<file path="src/rtl/crc_pkg.sv">
// Shared types and constants for the CRC scan path (sequencer now, calculator/compare later).
package crc_pkg;

   localparam int CRC_WAIT_W = 4;

   typedef enum logic [2:0] {
      IDLE    = 3'd0,
      FETCH   = 3'd1,
      WAIT    = 3'd2,
      PROCESS = 3'd3,
      DONE    = 3'd4
   } crc_scan_state_t;

   // A scan is in flight while a word is being fetched, awaited or handed over.
   function automatic logic scan_active(crc_scan_state_t st);
      return (st == FETCH) || (st == WAIT) || (st == PROCESS);
   endfunction

endpackage

</file>
<file path="src/rtl/crc_scan_ctrl_if.sv">
// Control, memory-port and calculator-pacing signals of the CRC scan sequencer.
interface crc_scan_ctrl_if #(
   parameter int ADDR_W = 10
) ();

   logic              crc_start;
   logic              crc_abort;
   logic [ADDR_W-1:0] start_addr;
   logic [ADDR_W-1:0] end_addr;
   logic              crc_hold;
   logic [ADDR_W-1:0] mem_addr_out;
   logic              mem_rd_en;
   logic              crc_init;
   logic              crc_en;
   logic              crc_last;
   logic              crc_busy;
   logic              crc_rdy;
   logic              range_err;
   logic [ADDR_W:0]   word_cnt;

   modport master (
      output crc_start, crc_abort, start_addr, end_addr, crc_hold,
      input  mem_addr_out, mem_rd_en, crc_init, crc_en, crc_last,
             crc_busy, crc_rdy, range_err, word_cnt
   );

   modport slave (
      input  crc_start, crc_abort, start_addr, end_addr, crc_hold,
      output mem_addr_out, mem_rd_en, crc_init, crc_en, crc_last,
             crc_busy, crc_rdy, range_err, word_cnt
   );

endinterface

</file>
<file path="src/rtl/crc_addr_cnt.sv">
// Loadable scan address counter; latches the window end and flags the final word.
module crc_addr_cnt #(
   parameter int ADDR_W = 10
) (
   input  logic              clk50m,
   input  logic              rst_n,
   input  logic              load,
   input  logic              inc,
   input  logic [ADDR_W-1:0] load_addr,
   input  logic [ADDR_W-1:0] load_end,
   output logic [ADDR_W-1:0] addr,
   output logic              is_last
);

   logic [ADDR_W-1:0] addr_reg;
   logic [ADDR_W-1:0] end_reg;
   logic [ADDR_W-1:0] bit_eq;

   always_ff @(posedge clk50m or negedge rst_n) begin
      if (!rst_n) begin
         addr_reg <= '0;
         end_reg  <= '0;
      end else if (load) begin
         addr_reg <= load_addr;
         end_reg  <= load_end;
      end else if (inc) begin
         addr_reg <= addr_reg + ADDR_W'(1);
      end
   end

   // Equality is the only end test, so a window ending at the top address never wraps.
   for (genvar gi = 0; gi < ADDR_W; gi++) begin : g_eq
      assign bit_eq[gi] = ~(addr_reg[gi] ^ end_reg[gi]);
   end

   assign is_last = &bit_eq;
   assign addr    = addr_reg;

endmodule

</file>
<file path="src/rtl/crc_scan_ctrl.sv">
// Walks a programmable memory window and paces the CRC calculator one word at a time.
module crc_scan_ctrl
   import crc_pkg::*;
#(
   parameter int ADDR_W  = 10,
   parameter int MEM_LAT = 1
) (
   input  logic            clk50m,
   input  logic            rst_n,
   crc_scan_ctrl_if.slave  bus
);

   localparam logic [CRC_WAIT_W-1:0] WAIT_LOAD =
      (MEM_LAT > 0) ? CRC_WAIT_W'(MEM_LAT - 1) : '0;

   crc_scan_state_t         state_reg, state_next;
   logic [CRC_WAIT_W-1:0]   wait_cnt_reg, wait_cnt_next;
   logic                    first_reg, first_next;
   logic                    range_err_reg, range_err_next;
   logic [ADDR_W:0]         word_cnt_reg, word_cnt_next;

   logic                    addr_load;
   logic                    addr_inc;
   logic                    is_last;
   logic [ADDR_W-1:0]       cur_addr;
   logic                    start_ok;
   logic                    consume;

   crc_addr_cnt #(
      .ADDR_W (ADDR_W)
   ) u_addr_cnt (
      .clk50m    (clk50m),
      .rst_n     (rst_n),
      .load      (addr_load),
      .inc       (addr_inc),
      .load_addr (bus.start_addr),
      .load_end  (bus.end_addr),
      .addr      (cur_addr),
      .is_last   (is_last)
   );

   assign start_ok = bus.crc_start && !bus.crc_abort;
   assign consume  = (state_reg == PROCESS) && !bus.crc_hold && !bus.crc_abort;

   always_ff @(posedge clk50m or negedge rst_n) begin
      if (!rst_n) begin
         state_reg     <= IDLE;
         wait_cnt_reg  <= '0;
         first_reg     <= 1'b0;
         range_err_reg <= 1'b0;
         word_cnt_reg  <= '0;
      end else begin
         state_reg     <= state_next;
         wait_cnt_reg  <= wait_cnt_next;
         first_reg     <= first_next;
         range_err_reg <= range_err_next;
         word_cnt_reg  <= word_cnt_next;
      end
   end

   always_comb begin
      state_next     = state_reg;
      wait_cnt_next  = wait_cnt_reg;
      first_next     = first_reg;
      range_err_next = range_err_reg;
      word_cnt_next  = word_cnt_reg;
      addr_load      = 1'b0;
      addr_inc       = 1'b0;

      case (state_reg)
         IDLE, DONE: begin
            if (start_ok) begin
               if (bus.start_addr > bus.end_addr) begin
                  range_err_next = 1'b1;
                  state_next     = IDLE;
               end else begin
                  addr_load      = 1'b1;
                  word_cnt_next  = '0;
                  range_err_next = 1'b0;
                  first_next     = 1'b1;
                  state_next     = FETCH;
               end
            end
         end
         FETCH: begin
            if (MEM_LAT == 0) begin
               state_next = PROCESS;
            end else begin
               wait_cnt_next = WAIT_LOAD;
               state_next    = WAIT;
            end
         end
         WAIT: begin
            if (wait_cnt_reg == '0) begin
               state_next = PROCESS;
            end else begin
               wait_cnt_next = wait_cnt_reg - CRC_WAIT_W'(1);
            end
         end
         PROCESS: begin
            // Holding keeps the address frozen; the memory port keeps its data steady.
            if (consume) begin
               word_cnt_next = word_cnt_reg + (ADDR_W + 1)'(1);
               first_next    = 1'b0;
               if (is_last) begin
                  state_next = DONE;
               end else begin
                  addr_inc   = 1'b1;
                  state_next = FETCH;
               end
            end
         end
         default: begin
            state_next = IDLE;
         end
      endcase

      // Abort overrides everything, including a start presented in the same cycle.
      if (bus.crc_abort) begin
         state_next     = IDLE;
         addr_load      = 1'b0;
         addr_inc       = 1'b0;
         word_cnt_next  = word_cnt_reg;
         first_next     = first_reg;
         range_err_next = range_err_reg;
      end
   end

   assign bus.mem_addr_out = cur_addr;
   assign bus.mem_rd_en    = (state_reg == FETCH);
   assign bus.crc_init     = (state_reg == FETCH) && first_reg;
   assign bus.crc_en       = consume;
   assign bus.crc_last     = consume && is_last;
   assign bus.crc_busy     = scan_active(state_reg);
   assign bus.crc_rdy      = (state_reg == DONE);
   assign bus.range_err    = range_err_reg;
   assign bus.word_cnt     = word_cnt_reg;

endmodule

</file>
<file path="src/flat_wrapper.sv">
// flat-port wrapper written by rule: the top's interface ports become plain ports
module crc_scan_ctrl_flat import crc_pkg::*;
#(
   parameter int ADDR_W  = 10,
   parameter int MEM_LAT = 1
)
  (clk50m, rst_n, bus_crc_start, bus_crc_abort, bus_start_addr, bus_end_addr, bus_crc_hold, bus_mem_addr_out, bus_mem_rd_en, bus_crc_init, bus_crc_en, bus_crc_last, bus_crc_busy, bus_crc_rdy, bus_range_err, bus_word_cnt);
  crc_scan_ctrl_if #(.ADDR_W(ADDR_W)) bus_i ();
  input  logic clk50m;
  input  logic rst_n;
  input wire logic [$bits(bus_i.crc_start)-1:0] bus_crc_start;
  input wire logic [$bits(bus_i.crc_abort)-1:0] bus_crc_abort;
  input wire logic [$bits(bus_i.start_addr)-1:0] bus_start_addr;
  input wire logic [$bits(bus_i.end_addr)-1:0] bus_end_addr;
  input wire logic [$bits(bus_i.crc_hold)-1:0] bus_crc_hold;
  output wire logic [$bits(bus_i.mem_addr_out)-1:0] bus_mem_addr_out;
  output wire logic [$bits(bus_i.mem_rd_en)-1:0] bus_mem_rd_en;
  output wire logic [$bits(bus_i.crc_init)-1:0] bus_crc_init;
  output wire logic [$bits(bus_i.crc_en)-1:0] bus_crc_en;
  output wire logic [$bits(bus_i.crc_last)-1:0] bus_crc_last;
  output wire logic [$bits(bus_i.crc_busy)-1:0] bus_crc_busy;
  output wire logic [$bits(bus_i.crc_rdy)-1:0] bus_crc_rdy;
  output wire logic [$bits(bus_i.range_err)-1:0] bus_range_err;
  output wire logic [$bits(bus_i.word_cnt)-1:0] bus_word_cnt;
  assign bus_i.crc_start = bus_crc_start;
  assign bus_i.crc_abort = bus_crc_abort;
  assign bus_i.start_addr = bus_start_addr;
  assign bus_i.end_addr = bus_end_addr;
  assign bus_i.crc_hold = bus_crc_hold;
  assign bus_mem_addr_out = bus_i.mem_addr_out;
  assign bus_mem_rd_en = bus_i.mem_rd_en;
  assign bus_crc_init = bus_i.crc_init;
  assign bus_crc_en = bus_i.crc_en;
  assign bus_crc_last = bus_i.crc_last;
  assign bus_crc_busy = bus_i.crc_busy;
  assign bus_crc_rdy = bus_i.crc_rdy;
  assign bus_range_err = bus_i.range_err;
  assign bus_word_cnt = bus_i.word_cnt;
  crc_scan_ctrl #(.ADDR_W(ADDR_W), .MEM_LAT(MEM_LAT)) u_core (.clk50m(clk50m), .rst_n(rst_n), .bus(bus_i));
endmodule
</file>
<file path="config.mk">
export PLATFORM = sky130hd
export DESIGN_NAME = crc_scan_ctrl_flat
export DESIGN_NICKNAME = d
export VERILOG_FILES = /design/src/rtl/crc_pkg.sv /design/src/rtl/crc_scan_ctrl_if.sv /design/src/rtl/crc_addr_cnt.sv /design/src/rtl/crc_scan_ctrl.sv /design/src/flat_wrapper.sv
export SDC_FILE = /design/constraint.sdc
export NUM_CORES = 1
export LEC_CHECK = 0
export BUFFER_PORTS_ARGS = -buffer_cell sky130_fd_sc_hd__buf_2
export CAP_MARGIN = 20
export CELL_PAD_IN_SITES_DETAIL_PLACEMENT = 0
export CELL_PAD_IN_SITES_GLOBAL_PLACEMENT = 1
export CORE_UTILIZATION = 41
export DETAILED_ROUTE_END_ITERATION = 10
export MAX_ROUTING_LAYER = met4
export PLACE_DENSITY_LB_ADDON = 0.2
export SLEW_MARGIN = 20
export SYNTH_ARGS = -nofsm -noshare
export SYNTH_HDL_FRONTEND = slang
export SYNTH_SLANG_ARGS = --single-unit
</file>
<file path="constraint.sdc">
create_clock -name clk50m -period 2.1 [get_ports clk50m]
set_input_delay 0.21 -clock clk50m [delete_from_list [all_inputs] [get_ports clk50m]]
set_output_delay 0.21 -clock clk50m [all_outputs]
set_load 0.01 [all_outputs]
</file>
After elaboration in Yosys (flattened, before gate mapping) --
Cells that the tools add are included.
Operators by class: reduce and logical (&&, ||, !) cells 20, equality and inequality tests 11, magnitude comparators 1, $add $sub $neg 3, multiplexer cells 28, bitwise operators 21
Operators by type and width (number):
- two-way mux 11 bit | 3
- one-hot mux 11 bit (2 select lines) | 1
- two-way mux 10 bit | 2
- two-way mux 3 bit | 5
- two-way mux 1 bit | 13
- one-hot mux 3 bit (4 select lines) | 1
- adder 11 x 1 -> 11 bit (second input constant) | 1
- NOT 1 bit | 11
- adder 10 x 1 -> 10 bit (second input constant) | 1
- > comparator 10 bit | 1
- AND reduction 10 bit | 1
- XOR 1 bit | 10
- inequality test 3 x 2 -> 1 bit (second input constant) | 3
- one-hot mux 4 bit (2 select lines) | 1
- equality test 3 x 2 -> 1 bit (second input constant) | 2
- AND reduction 3 bit | 2
- nonzero test 2 bit | 3
- logical AND 1 bit | 5
- AND reduction 5 bit | 1
- logical NOT 4 bit | 1
- two-way mux 4 bit | 1
- inequality test 2 x 1 -> 1 bit (second input constant) | 2
- inequality test 2 bit (second input constant) | 2
- subtractor 4 x 1 -> 4 bit (second input constant) | 1
- 8 further kinds | 10
Word-level totals: output and inout bits 28, input port bits 25, register bits after elaboration 40

Logic depth before layout (Yosys ltp) --
word-level depth 9, mapped depth 9, depth with buffers taken out 7

Hierarchy --
Synthesis repeated with hierarchy kept, for this count alone.
Unflattened totals: cell total of the unflattened synthesis 251, area, all modules 2434.8 µm²
Modules (own cells, without submodules):
- crc_scan_ctrl | times used 1, cells each 155, area each 1377.6 µm²
- crc_addr_cnt | times used 1, cells each 96, area each 1057.3 µm²

Worst setup path after synthesis --
No wires, ideal clock.
kind input -> register, from input bus_end_addr[9], to register u_core.u_addr_cnt.end_reg[0], cell stages on the path 8, library setup time 0.128 ns, arrival 1.798 ns, required time 1.972 ns, path slack 0.174 ns, path through inv_1 > ha_1 > and4_1 > and4_1 > or2_1 > o21ai_1 > buf_2 > mux2_1
On the way: cells in the longest elaborated chain, start to end 5
RTL lines:
- start: declaration | RTL line flat_wrapper.sv:14 | input wire logic [$bits(bus_i.end_addr)-1:0] bus_end_addr;
- > comparator 10 bit | RTL line crc_scan_ctrl.sv:73 | if (bus.start_addr > bus.end_addr) begin
- two-way mux 1 bit | RTL line crc_scan_ctrl.sv:73
- two-way mux 1 bit | RTL line crc_scan_ctrl.sv:72 | if (start_ok) begin
- two-way mux 1 bit | RTL line crc_scan_ctrl.sv:70 | case (state_reg)
- two-way mux 1 bit | RTL line crc_scan_ctrl.sv:119 | if (bus.crc_abort) begin
- end signal: assignment | RTL line crc_addr_cnt.sv:25 | end_reg <= load_end;
- end: declaration | RTL line crc_addr_cnt.sv:16 | logic [ADDR_W-1:0] end_reg;
No other way between the ends. A chain may end at the register's enable or synchronous reset.

Worst setup path after layout --
from register u_core.u_addr_cnt.addr_reg[8], in the netlist u_core.u_addr_cnt.addr[8], to output bus_crc_last
On the way: cells in the longest elaborated chain, start to end 4
RTL lines:
- start: declaration | RTL line crc_addr_cnt.sv:15 | logic [ADDR_W-1:0] addr_reg;
- start signal: assignment | RTL line crc_addr_cnt.sv:24 | addr_reg <= load_addr;
- start signal: assignment | RTL line crc_addr_cnt.sv:27 | addr_reg <= addr_reg + ADDR_W'(1);
- XOR 1 bit | RTL line crc_addr_cnt.sv:33 | assign bit_eq[gi] = ~(addr_reg[gi] ^ end_reg[gi]);
- NOT 1 bit | RTL line crc_addr_cnt.sv:33
- AND reduction 10 bit | RTL line crc_addr_cnt.sv:36 | assign is_last = &bit_eq;
- logical AND 1 bit | RTL line crc_scan_ctrl.sv:133 | assign bus.crc_last = consume && is_last;
- end: declaration | RTL line flat_wrapper.sv:20 | output wire logic [$bits(bus_i.crc_last)-1:0] bus_crc_last;
No other way between the ends.

==> out/qor.yml <==
antenna_found_initial: 0
die-area_sq_mm: 0.00641
hold_viol_final: 0
rows: 28
synth_flop_cell: "dfrtp_1"
place.gp.congestion: 0.846
syn_avg_cell_area_sq_um: 8.99
worstPathRequired_ps: 1890
drive_gt1_frac: 0.250
ys_warn_count: 0
overflow: 0
p_leak_nw: 1.52
ios: 53
endpoint_kind: "output port"
drtIter0Drc: 101
cap_violations: 0
ys_seq_elements: 40
slew_headroom: 0.620
rsz0062_at_grt: "no"
synth_top_cell_by_area: "dfrtp_1"
totalWireLength_um: 6690
cts_buffer_depth: 2
synthSimpleGateAreaFrac: 0.222
wl_met3_um: 263
ys_seq_area_frac: 0.401
synthMuxAreaShare: 0.00851
ir_worst_vdd_mv: 0.469
fin_setup_tns_ps: 0
core_sq_mm: 0.00589
wl_met1_um: 3300
cts_buffers: 5
chipHeight_um: 80.1
ys_types: 49
synth_compound_area_frac: 0.201
area_delta_synth_final_pct: 22.7
detail-route-antenna-nets: 0
tightest_slew_ps: 568
wl_met2_um: 3050
start_util: 0.425
grt_max_degree: 23
worstSetupPathType: "reg2out"
io_buffers: 52
cts_tree: "built"
synthArstFlopShare: 1.00
cts.htree.levels: 2
synth_adder_area_share: 0.0651
fmax_ghz: 0.502
numClockSinks: 40
synth_edf_count: 0
die-width_um: 80.1
synth_xor_area_frac: 0.0456
cts.clk_slew.worst_paths_ps: 70
skew_ps: 6.57
powerDensity_mw_per_mm2: 832
firstDrtPassIters: 4
syn_area_sq_mm: 0.00250
fin_crit_ps: 1990
drc_errors: 0
vias: 2337
cts-root-buf: "clkbuf_8"
vias_per_cell: 5.52
grtUsageTotal: 0.235
wl_per_cell_um: 15.8
synth_top_family_by_area: "simple AND/OR/NAND/NOR gates"
synth_area_leaders: "dfrtp_1 40%, ha_1 6.5%, nand3_1 4.4%"
clk_latency_ps: 290
grt_pass1_wl_um: 11100
nNetsFinal: 386
hold_class: "in2reg"
finalSetupViolations: 0
syn_inst: 278
report.final.slew_viol_count: 0
worstPathMaxFanout: 5
synth_top_area_share: 0.401
top_layer_used: "met4"
largest_reg_flops: 11
arrival_ps: 1780
diodes: 0
syn-num-nets: 316
dp_hpwl_um: 5230
period_share: 0.949
status: "finished clean"
timing.hold.ws_ps: 157
startpoint_type: "flop"
grt_pass1_vias: 2221
## per-layer routing
layer / vias to the layer above / track usage
met1: 1109 / 0.318
met5: - / -
met3: 6 / 0.0398
met2: 61 / 0.368
li1: 1161 / -
met4: 0 / 0.0589
## stage by stage
step	power [W]	instances	worst slack (ps)	area (sq um)	utilization
2_1_floorplan	0.00164	278	174	2500	-
3_3_place_gp	0.00206	415	93.3	2980	0.506
3_5_place_dp	0.00207	415	66.7	2980	0.506
4_1_cts	0.00257	423	25.9	3060	0.520
5_1_grt	0.00271	423	6.69	3070	0.521
6_report	0.00255	423	108	3070	0.521
## cells in the mapped netlist (2+ instances only)
master and instances:
a211o_1 4, a21o_1 3, a21oi_1 11, a31o_1 2
a31o_2 2, a31oi_1 6, and2_1 3, and3_1 7
and4_1 4, buf_2 6, buf_4 2, clkbuf_1 2
dfrtp_1 40, ha_1 13, inv_1 23, nand2_1 17
nand3_1 22, nand4_1 8, nor2_1 17, nor3_1 6
nor4_1 4, nor4_2 2, o211a_1 3, o211ai_1 5
o21a_1 4, o21ai_0 13, o21ai_1 6, o22a_1 2
o31a_1 5, o41ai_1 2, or3_1 5, xnor2_1 2
xor2_1 11
## placed cells by master (no fill, tap or decap), types with 11 or more instances in the layout
cell type and count:
a21oi_1 11, buf_2 52, buf_4 18, dfrtp_1 39, ha_1 13, inv_1 23, nand2_1 17, nand3_1 22
nor2_1 16, o21ai_0 13, xor2_1 11
## critical path: stages (launching register included)
cell and delay (ps):
dfrtp_2 450, xor2_1 170, nor4_1 270, buf_4 160, nand3_1 130, nor2_2 150, buf_2 150
## path summary, 6_finish.rpt
path                                                            endpoint                             startpoint  slack [ps]  cells past startpoint
worst max-delay path                                        bus_crc_last  u_core.u_addr_cnt.addr[8]$_DFFE_PN0P_         110                      6
worst min-delay path            u_core.u_addr_cnt.end_reg[0]$_DFFE_PN0P_                        bus_end_addr[0]         160                      2
worst max register to register     u_core.u_addr_cnt.addr[8]$_DFFE_PN0P_        u_core.state_reg[2]$_DFFE_PN0P_         190                      6
worst min register to register          u_core.bus.range_err$_DFFE_PN0P_       u_core.bus.range_err$_DFFE_PN0P_         490                      1
max in group asynchronous             u_core.bus.word_cnt[0]$_DFFE_PN0P_                                  rst_n        1160                      3
min in group asynchronous       u_core.u_addr_cnt.end_reg[2]$_DFFE_PN0P_                                  rst_n         430                      2
## what timing repair did
item / in CTS / in global routing
gates resized for setup: 0 / 2
endpoints found under the hold margin: 21 / 0
setup buffers: 0 / 0
hold buffers: 1 / 0
endpoints found under the setup margin: 0 / 1
## layout make-up
type                       instances  area (sq um)
fill                             580          2820
clock inverter                     1          5.00
multi-input combinational        204          1360
tap                               75          93.8
sequential                        40          1000
inverter                          24          90.1
timing repair buffer              73           445
clock buffer                       6          72.6
## power breakdown
part           switching, W  total, W  internal [W]
Clock              0.000266  0.000492      0.000226
Combinational      0.000517  0.000956      0.000439
Sequential         0.000160   0.00110      0.000943
## logic make-up after synthesis
family | after synthesis
simple gates | 103
compound gates | 73
xor+xnor | 13
flops | 40
buf+inv | 34
mux | 2
fa+ha+maj | 13
No activity file was read; power rests on OpenSTA's default activity.
